File: config.mk
export PLATFORM = sky130hd
export DESIGN_NAME = load_store_unit
export DESIGN_NICKNAME = d
export VERILOG_FILES = /design/src/rtl/load_store_unit_pkg.sv /design/src/rtl/lsu_data_align.sv /design/src/rtl/load_store_unit.sv
export SDC_FILE = /design/constraint.sdc
export NUM_CORES = 1
export LEC_CHECK = 0
export BUFFER_PORTS_ARGS = -buffer_cell sky130_fd_sc_hd__buf_4
export CORE_UTILIZATION = 46
export CTS_CLUSTER_SIZE = 16
export DETAILED_ROUTE_END_ITERATION = 16
export PLACE_DENSITY = 0.77
export SLEW_MARGIN = 20
export SYNTH_ARGS = -nofsm -noshare
export SYNTH_HDL_FRONTEND = slang
export SYNTH_HIERARCHICAL = 1
export SYNTH_SLANG_ARGS = --single-unit
File: constraint.sdc
create_clock -name clk -period 2.22 [get_ports clk]
set_clock_uncertainty 0.1 [all_clocks]
set_input_delay 0.444 -clock clk [delete_from_list [all_inputs] [get_ports clk]]
set_output_delay 0.444 -clock clk [all_outputs]
set_load 0.005 [all_outputs]
File: src/rtl/load_store_unit_pkg.sv
// rtl/load_store_unit_pkg.sv - shared encodings for the MEM-stage load/store unit
// Contents: funct3 access encodings, FSM state encoding, fault-cause codes
//           (also consumed by the trap controller), and the access classifier.
package load_store_unit_pkg;

    localparam logic [2:0] F3_B  = 3'b000;
    localparam logic [2:0] F3_H  = 3'b001;
    localparam logic [2:0] F3_W  = 3'b010;
    localparam logic [2:0] F3_BU = 3'b100;
    localparam logic [2:0] F3_HU = 3'b101;

    typedef enum logic [1:0] {
        IDLE = 2'd0,
        REQ  = 2'd1,
        DONE = 2'd2
    } lsu_state_t;

    typedef enum logic [1:0] {
        CAUSE_NONE             = 2'd0,
        CAUSE_LOAD_MISALIGNED  = 2'd1,
        CAUSE_STORE_MISALIGNED = 2'd2,
        CAUSE_ACCESS_FAULT     = 2'd3
    } fault_cause_t;

    // Illegal encodings / conflicting controls outrank misalignment.
    // Access size comes from funct3[1:0], so BU/HU share the B/H alignment rules.
    function automatic fault_cause_t classify_access(
        input logic       rd,
        input logic       wr,
        input logic [2:0] funct3,
        input logic [1:0] offset
    );
        fault_cause_t cause;
        cause = CAUSE_NONE;
        if ((rd && wr) || funct3 == 3'b011 || funct3 == 3'b110 || funct3 == 3'b111) begin
            cause = CAUSE_ACCESS_FAULT;
        end else if ((funct3[1:0] == 2'b01 && offset[0]) ||
                     (funct3[1:0] == 2'b10 && offset != 2'b00)) begin
            cause = rd ? CAUSE_LOAD_MISALIGNED : CAUSE_STORE_MISALIGNED;
        end
        return cause;
    endfunction

endpackage

File: src/rtl/lsu_data_align.sv
// rtl/lsu_data_align.sv - store lane replication/strobes and load byte/half extraction
// Ports: store_funct3/store_offset/store_data -> wdata, wstrb (purely combinational)
//        load_funct3/load_offset/rdata        -> load_value (sign/zero extended)
module lsu_data_align
    import load_store_unit_pkg::*;
(
    input  logic [2:0]  store_funct3,
    input  logic [1:0]  store_offset,
    input  logic [31:0] store_data,
    output logic [31:0] wdata,
    output logic [3:0]  wstrb,
    input  logic [2:0]  load_funct3,
    input  logic [1:0]  load_offset,
    input  logic [31:0] rdata,
    output logic [31:0] load_value
);

    logic [7:0]  load_byte;
    logic [15:0] load_half;

    always_comb begin
        wdata = store_data;
        wstrb = 4'b1111;
        case (store_funct3[1:0])
            2'b00: begin
                wdata = {4{store_data[7:0]}};
                wstrb = 4'b0001 << store_offset;
            end
            2'b01: begin
                wdata = {2{store_data[15:0]}};
                wstrb = store_offset[1] ? 4'b1100 : 4'b0011;
            end
            default: begin
                wdata = store_data;
                wstrb = 4'b1111;
            end
        endcase
    end

    assign load_byte = rdata[{load_offset, 3'b000} +: 8];
    assign load_half = rdata[{load_offset[1], 4'b0000} +: 16];

    always_comb begin
        load_value = rdata;
        case (load_funct3)
            F3_B:    load_value = {{24{load_byte[7]}}, load_byte};
            F3_H:    load_value = {{16{load_half[15]}}, load_half};
            F3_BU:   load_value = {24'd0, load_byte};
            F3_HU:   load_value = {16'd0, load_half};
            default: load_value = rdata;
        endcase
    end

endmodule

File: src/rtl/load_store_unit.sv
// rtl/load_store_unit.sv - MEM-stage data-memory access FSM with stall and fault reporting
// Ports: MEM_* controls from EX/MEM in; dmem_req/write/addr/wdata/wstrb registered bus
//        request out, dmem_rdata/dmem_ready bus response in; MEM_load_data result,
//        mem_stall hold request, load_misaligned/store_misaligned/access_fault pulses.
module load_store_unit
    import load_store_unit_pkg::*;
#(
    parameter int XLEN           = 32,
    parameter int TIMEOUT_CYCLES = 16,
    parameter int TIMER_WIDTH    = 5
) (
    input  logic            clk,
    input  logic            reset,
    input  logic            MEM_memory_read,
    input  logic            MEM_memory_write,
    input  logic [2:0]      MEM_funct3,
    input  logic [XLEN-1:0] MEM_alu_result,
    input  logic [XLEN-1:0] MEM_read_data2,
    output logic            dmem_req,
    output logic            dmem_write,
    output logic [XLEN-1:0] dmem_addr,
    output logic [XLEN-1:0] dmem_wdata,
    output logic [3:0]      dmem_wstrb,
    input  logic [XLEN-1:0] dmem_rdata,
    input  logic            dmem_ready,
    output logic [XLEN-1:0] MEM_load_data,
    output logic            mem_stall,
    output logic            load_misaligned,
    output logic            store_misaligned,
    output logic            access_fault
);

    localparam logic [TIMER_WIDTH-1:0] TIMER_LAST = TIMER_WIDTH'(TIMEOUT_CYCLES - 1);

    lsu_state_t             state;
    logic [TIMER_WIDTH-1:0] timer;
    logic [2:0]             ld_funct3;
    logic [1:0]             ld_offset;

    logic                   access;
    fault_cause_t           cause;
    logic [XLEN-1:0]        align_wdata;
    logic [3:0]             align_wstrb;
    logic [XLEN-1:0]        align_load;

    assign access    = MEM_memory_read | MEM_memory_write;
    assign cause     = classify_access(MEM_memory_read, MEM_memory_write,
                                       MEM_funct3, MEM_alu_result[1:0]);
    assign mem_stall = ((state == IDLE) && access) || (state == REQ);

    // Store side sees the live request; load side uses the offset/size latched
    // at request time so extraction matches the word the bus returns.
    lsu_data_align u_align (
        .store_funct3 (MEM_funct3),
        .store_offset (MEM_alu_result[1:0]),
        .store_data   (MEM_read_data2),
        .wdata        (align_wdata),
        .wstrb        (align_wstrb),
        .load_funct3  (ld_funct3),
        .load_offset  (ld_offset),
        .rdata        (dmem_rdata),
        .load_value   (align_load)
    );

    always_ff @(posedge clk or negedge reset) begin
        if (!reset) begin
            state            <= IDLE;
            timer            <= '0;
            ld_funct3        <= '0;
            ld_offset        <= '0;
            dmem_req         <= 1'b0;
            dmem_write       <= 1'b0;
            dmem_addr        <= '0;
            dmem_wdata       <= '0;
            dmem_wstrb       <= '0;
            MEM_load_data    <= '0;
            load_misaligned  <= 1'b0;
            store_misaligned <= 1'b0;
            access_fault     <= 1'b0;
        end else begin
            case (state)
                IDLE: begin
                    if (access) begin
                        if (cause == CAUSE_NONE) begin
                            dmem_req   <= 1'b1;
                            dmem_write <= MEM_memory_write;
                            dmem_addr  <= {MEM_alu_result[XLEN-1:2], 2'b00};
                            dmem_wdata <= MEM_memory_write ? align_wdata : '0;
                            dmem_wstrb <= MEM_memory_write ? align_wstrb : 4'b0000;
                            ld_funct3  <= MEM_funct3;
                            ld_offset  <= MEM_alu_result[1:0];
                            timer      <= '0;
                            state      <= REQ;
                        end else begin
                            load_misaligned  <= (cause == CAUSE_LOAD_MISALIGNED);
                            store_misaligned <= (cause == CAUSE_STORE_MISALIGNED);
                            access_fault     <= (cause == CAUSE_ACCESS_FAULT);
                            MEM_load_data    <= '0;
                            state            <= DONE;
                        end
                    end
                end
                REQ: begin
                    if (dmem_ready) begin
                        dmem_req      <= 1'b0;
                        MEM_load_data <= dmem_write ? '0 : align_load;
                        state         <= DONE;
                    end else if (timer == TIMER_LAST) begin
                        dmem_req      <= 1'b0;
                        access_fault  <= 1'b1;
                        MEM_load_data <= '0;
                        state         <= DONE;
                    end else begin
                        timer <= timer + TIMER_WIDTH'(1);
                    end
                end
                DONE: begin
                    load_misaligned  <= 1'b0;
                    store_misaligned <= 1'b0;
                    access_fault     <= 1'b0;
                    state            <= IDLE;
                end
                default: state <= IDLE;
            endcase
        end
    end

endmodule

==> summary.txt <==
count leader, synth: dfrtp_1
Worst Tran Pin Value: 0.7164 ns
first-pass detailed-route iteration total: 5
Clock Sinks: 115
count of input and output buffers: 207
num ports: 210
dpl hpwl: 11.93 mm
Synth Register Bits: 115
Tmin final: 2.166 ns
Hold Vio Cnt, Final: 0
run status: finished, final reports clean
Yosys warning count: 6
worst-skew pair later-pin latency: 0.41 ns
maximum number of pins on one net before global-route repair: 48
H-tree depth: 4
post-synthesis sequential area ratio: 46.86%
final setup fails: 0
Cell Area, Synth: 0.006141 sq mm
Vias/cell: 5.478
post-layout util: 67.00%
drt drc: 0
critical setup path kind: reg2reg
ys flop type: dfrtp_1
clock slew at reported path FFs: 0.05 ns
First DRT Iteration DRCs: 302
final antenna-violating net count: 0
vias in the first global route: 5370
relative slew slack: 52.19%
CP Data Required Time: 2.42 ns
Max-Cap Viols: 0
Final #Nets: 881
Fill cells: 1013
Via Count: 5226
Post-Route WL: 16.88 mm
Post-synth ARST share: 100.0%
ant diodes: 0
Die ar.: 0.01382 sq mm
Num CTS Buffers: 17
Mean Syn Cell Area: 10.89 sq um
Cell Rows: 41
Hold Path Class: in2reg
Synth cell types: 54
Leakage Power: 4.153 nW
top cell type's share of synthesized area: 46.86%
All-Layer GR Usage: 24.76%
leftover overflow at the end of global routing: 0
fmax: 461.6 MHz
Synth area leaders: dfrtp_1, mux2_2, nand2_1
post-synth top area cell: dfrtp_1
number of synthesized flops with an enable pin: 0
ratio of cells with drive above 1 in the final layout: 49.10%
pins over their slew limit: 0
die height: 117.5 um
Wirelength per Cell: 17.69 um
Layout area overhead: 39.93%
effective utilization at floorplan: 47.88%
CP Launch Type: register
first-pass GRT wire length: 27.14 mm
initial antenna violation count: 0
Core Box Area: 0.01282 sq mm
clock tree from TritonCTS: done
crit share post-route: 97.57%
RePlAce Congestion: 0.9311
maximum vdd drop: 548.4 uV
synth cell count leaders: dfrtp_1, nand2_1, mux2_2
root buf cell: clkbuf_16
Syn Inst Count: 564
clock buffer depth: 2
CP arrival: 2.36 ns
CP endpoint kind: register
CP Max Fanout: 10
Power Dens Cells: 1307 mW/mm^2
chip width: 117.5 um
Final Power: 11.23 mW
[what timing repair did]
| item | 4_1_cts | 5_1_grt |
|---|---|---|
| hold endpoints to repair | 29 | 0 |
| gates cloned | 0 | 3 |
| hold buffers | 1 | 0 |
| resized for setup | 3 | 16 |
| endpoints found under the setup margin | 6 | 29 |
| setup buffers | 0 | 3 |
| pin swaps | 0 | 5 |
[registers in the layout, indices dropped and copies added (netlist names)]
signal	count
dmem_wdata	32
ld_funct3	3
access_fault	1
dmem_write	1
timer	5
load_misaligned	1
dmem_req	1
state	2
ld_offset	2
dmem_wstrb	4
MEM_load_data	32
dmem_addr	30
store_misaligned	1
[worst max-delay path: stages (launching register included)]
cell,delay (ns)
dfrtp_1,0.39
ha_2,0.20
and3_4,0.18
ha_4,0.14
nor3b_2,0.06
a21o_1,0.17
a311o_2,0.36
buf_12,0.16
clkbuf_16,0.16
nand2_1,0.09
o21ai_2,0.06
[kinds of logic (layout without fill, tap and decap cells)]
family / count (synthesis) / in the layout / share of synthesized area, %
AOI/OAI and AO/OA: 168 / 168 / 21.31
adders and majority gates: 6 / 6 / 1.222
buffers and inverters: 64 / 281 / 7.029
DFF: 115 / 115 / 46.86
muxes: 66 / 66 / 12.12
and+or+nand+nor: 144 / 144 / 11.39
other: 1 / 2 / 0.06107
[layout make-up]
class / instances / area, sq um / area share, %
Sequential cell: 115 / 2878 / 33.49
Multi-Input combinational cell: 386 / 2895 / 33.69
Inverter: 15 / 56.30 / 0.6552
Timing Repair Buffer: 236 / 1892 / 22.02
Clock inverter: 9 / 176.4 / 2.053
Tap cell: 172 / 215.2 / 2.504
Clock buffer: 21 / 480.5 / 5.591
[through the flow]
step                      setup slack, ns  hold WS [ns]  cell area [sq um]  setup TNS (ns)  instances
after floorplan                   0.09617       0.04841               6145               0        565
after global placement            0.01554        0.3125               7770               0        917
after detailed placement          -0.1043        0.3261               7770         -0.2744        917
after CTS                        0.009039        0.1438               8444               0        948
after global routing            -0.003270        0.1449               8593       -0.003270        954
final                             0.05385        0.1595               8593               0        954
[layer usage]
layer,up-vias,track usage [%],part of all wire [%]
met2,235,42.20,50
met5,-,0,0
met4,0,10.98,2.9
li1,2427,-,-
met1,2521,28.62,39
met3,43,7.558,7.8
[where the power goes]
part | total, mW | switching [mW] | leakage (nW) | internal (mW)
Combinational | 4.83 | 2.24 | 2.35 | 2.59
Sequential | 3.38 | 0.539 | 1.48 | 2.84
Clock | 3.01 | 0.919 | 0.321 | 2.09
[final timing paths]
path	slack, ns	cells past startpoint	from	endpoint
setup reg to reg	0.05	10	timer[0]	MEM_load_data[29]
hold reg to reg	0.37	2	MEM_load_data[5]	MEM_load_data[5]
max in group asynchronous	0.99	3	reset	dmem_wdata[28]
min in group asynchronous	0.43	2	reset	MEM_load_data[30]
setup / recovery	0.05	10	timer[0]	MEM_load_data[29]
hold / removal	0.16	2	MEM_alu_result[6]	dmem_addr[6]
[layout by cell type, fill, tap and decap left out, types with 7 or more instances in the layout]
| cell type | synthesis | layout |
|---|---|---|
| clkbuf_16 | 0 | 19 |
| a221oi_2 | 7 | 7 |
| nand2_1 | 98 | 98 |
| o21ai_0 | 25 | 20 |
| dfrtp_1 | 115 | 115 |
| o21ai_2 | 18 | 20 |
| inv_1 | 14 | 13 |
| a22o_1 | 36 | 36 |
| o21ai_1 | 12 | 15 |
| buf_4 | 16 | 225 |
| mux2i_1 | 8 | 8 |
| mux2_2 | 53 | 53 |
| a21oi_1 | 20 | 19 |
| a22oi_1 | 17 | 17 |
(Power assumes the default switching activity.)
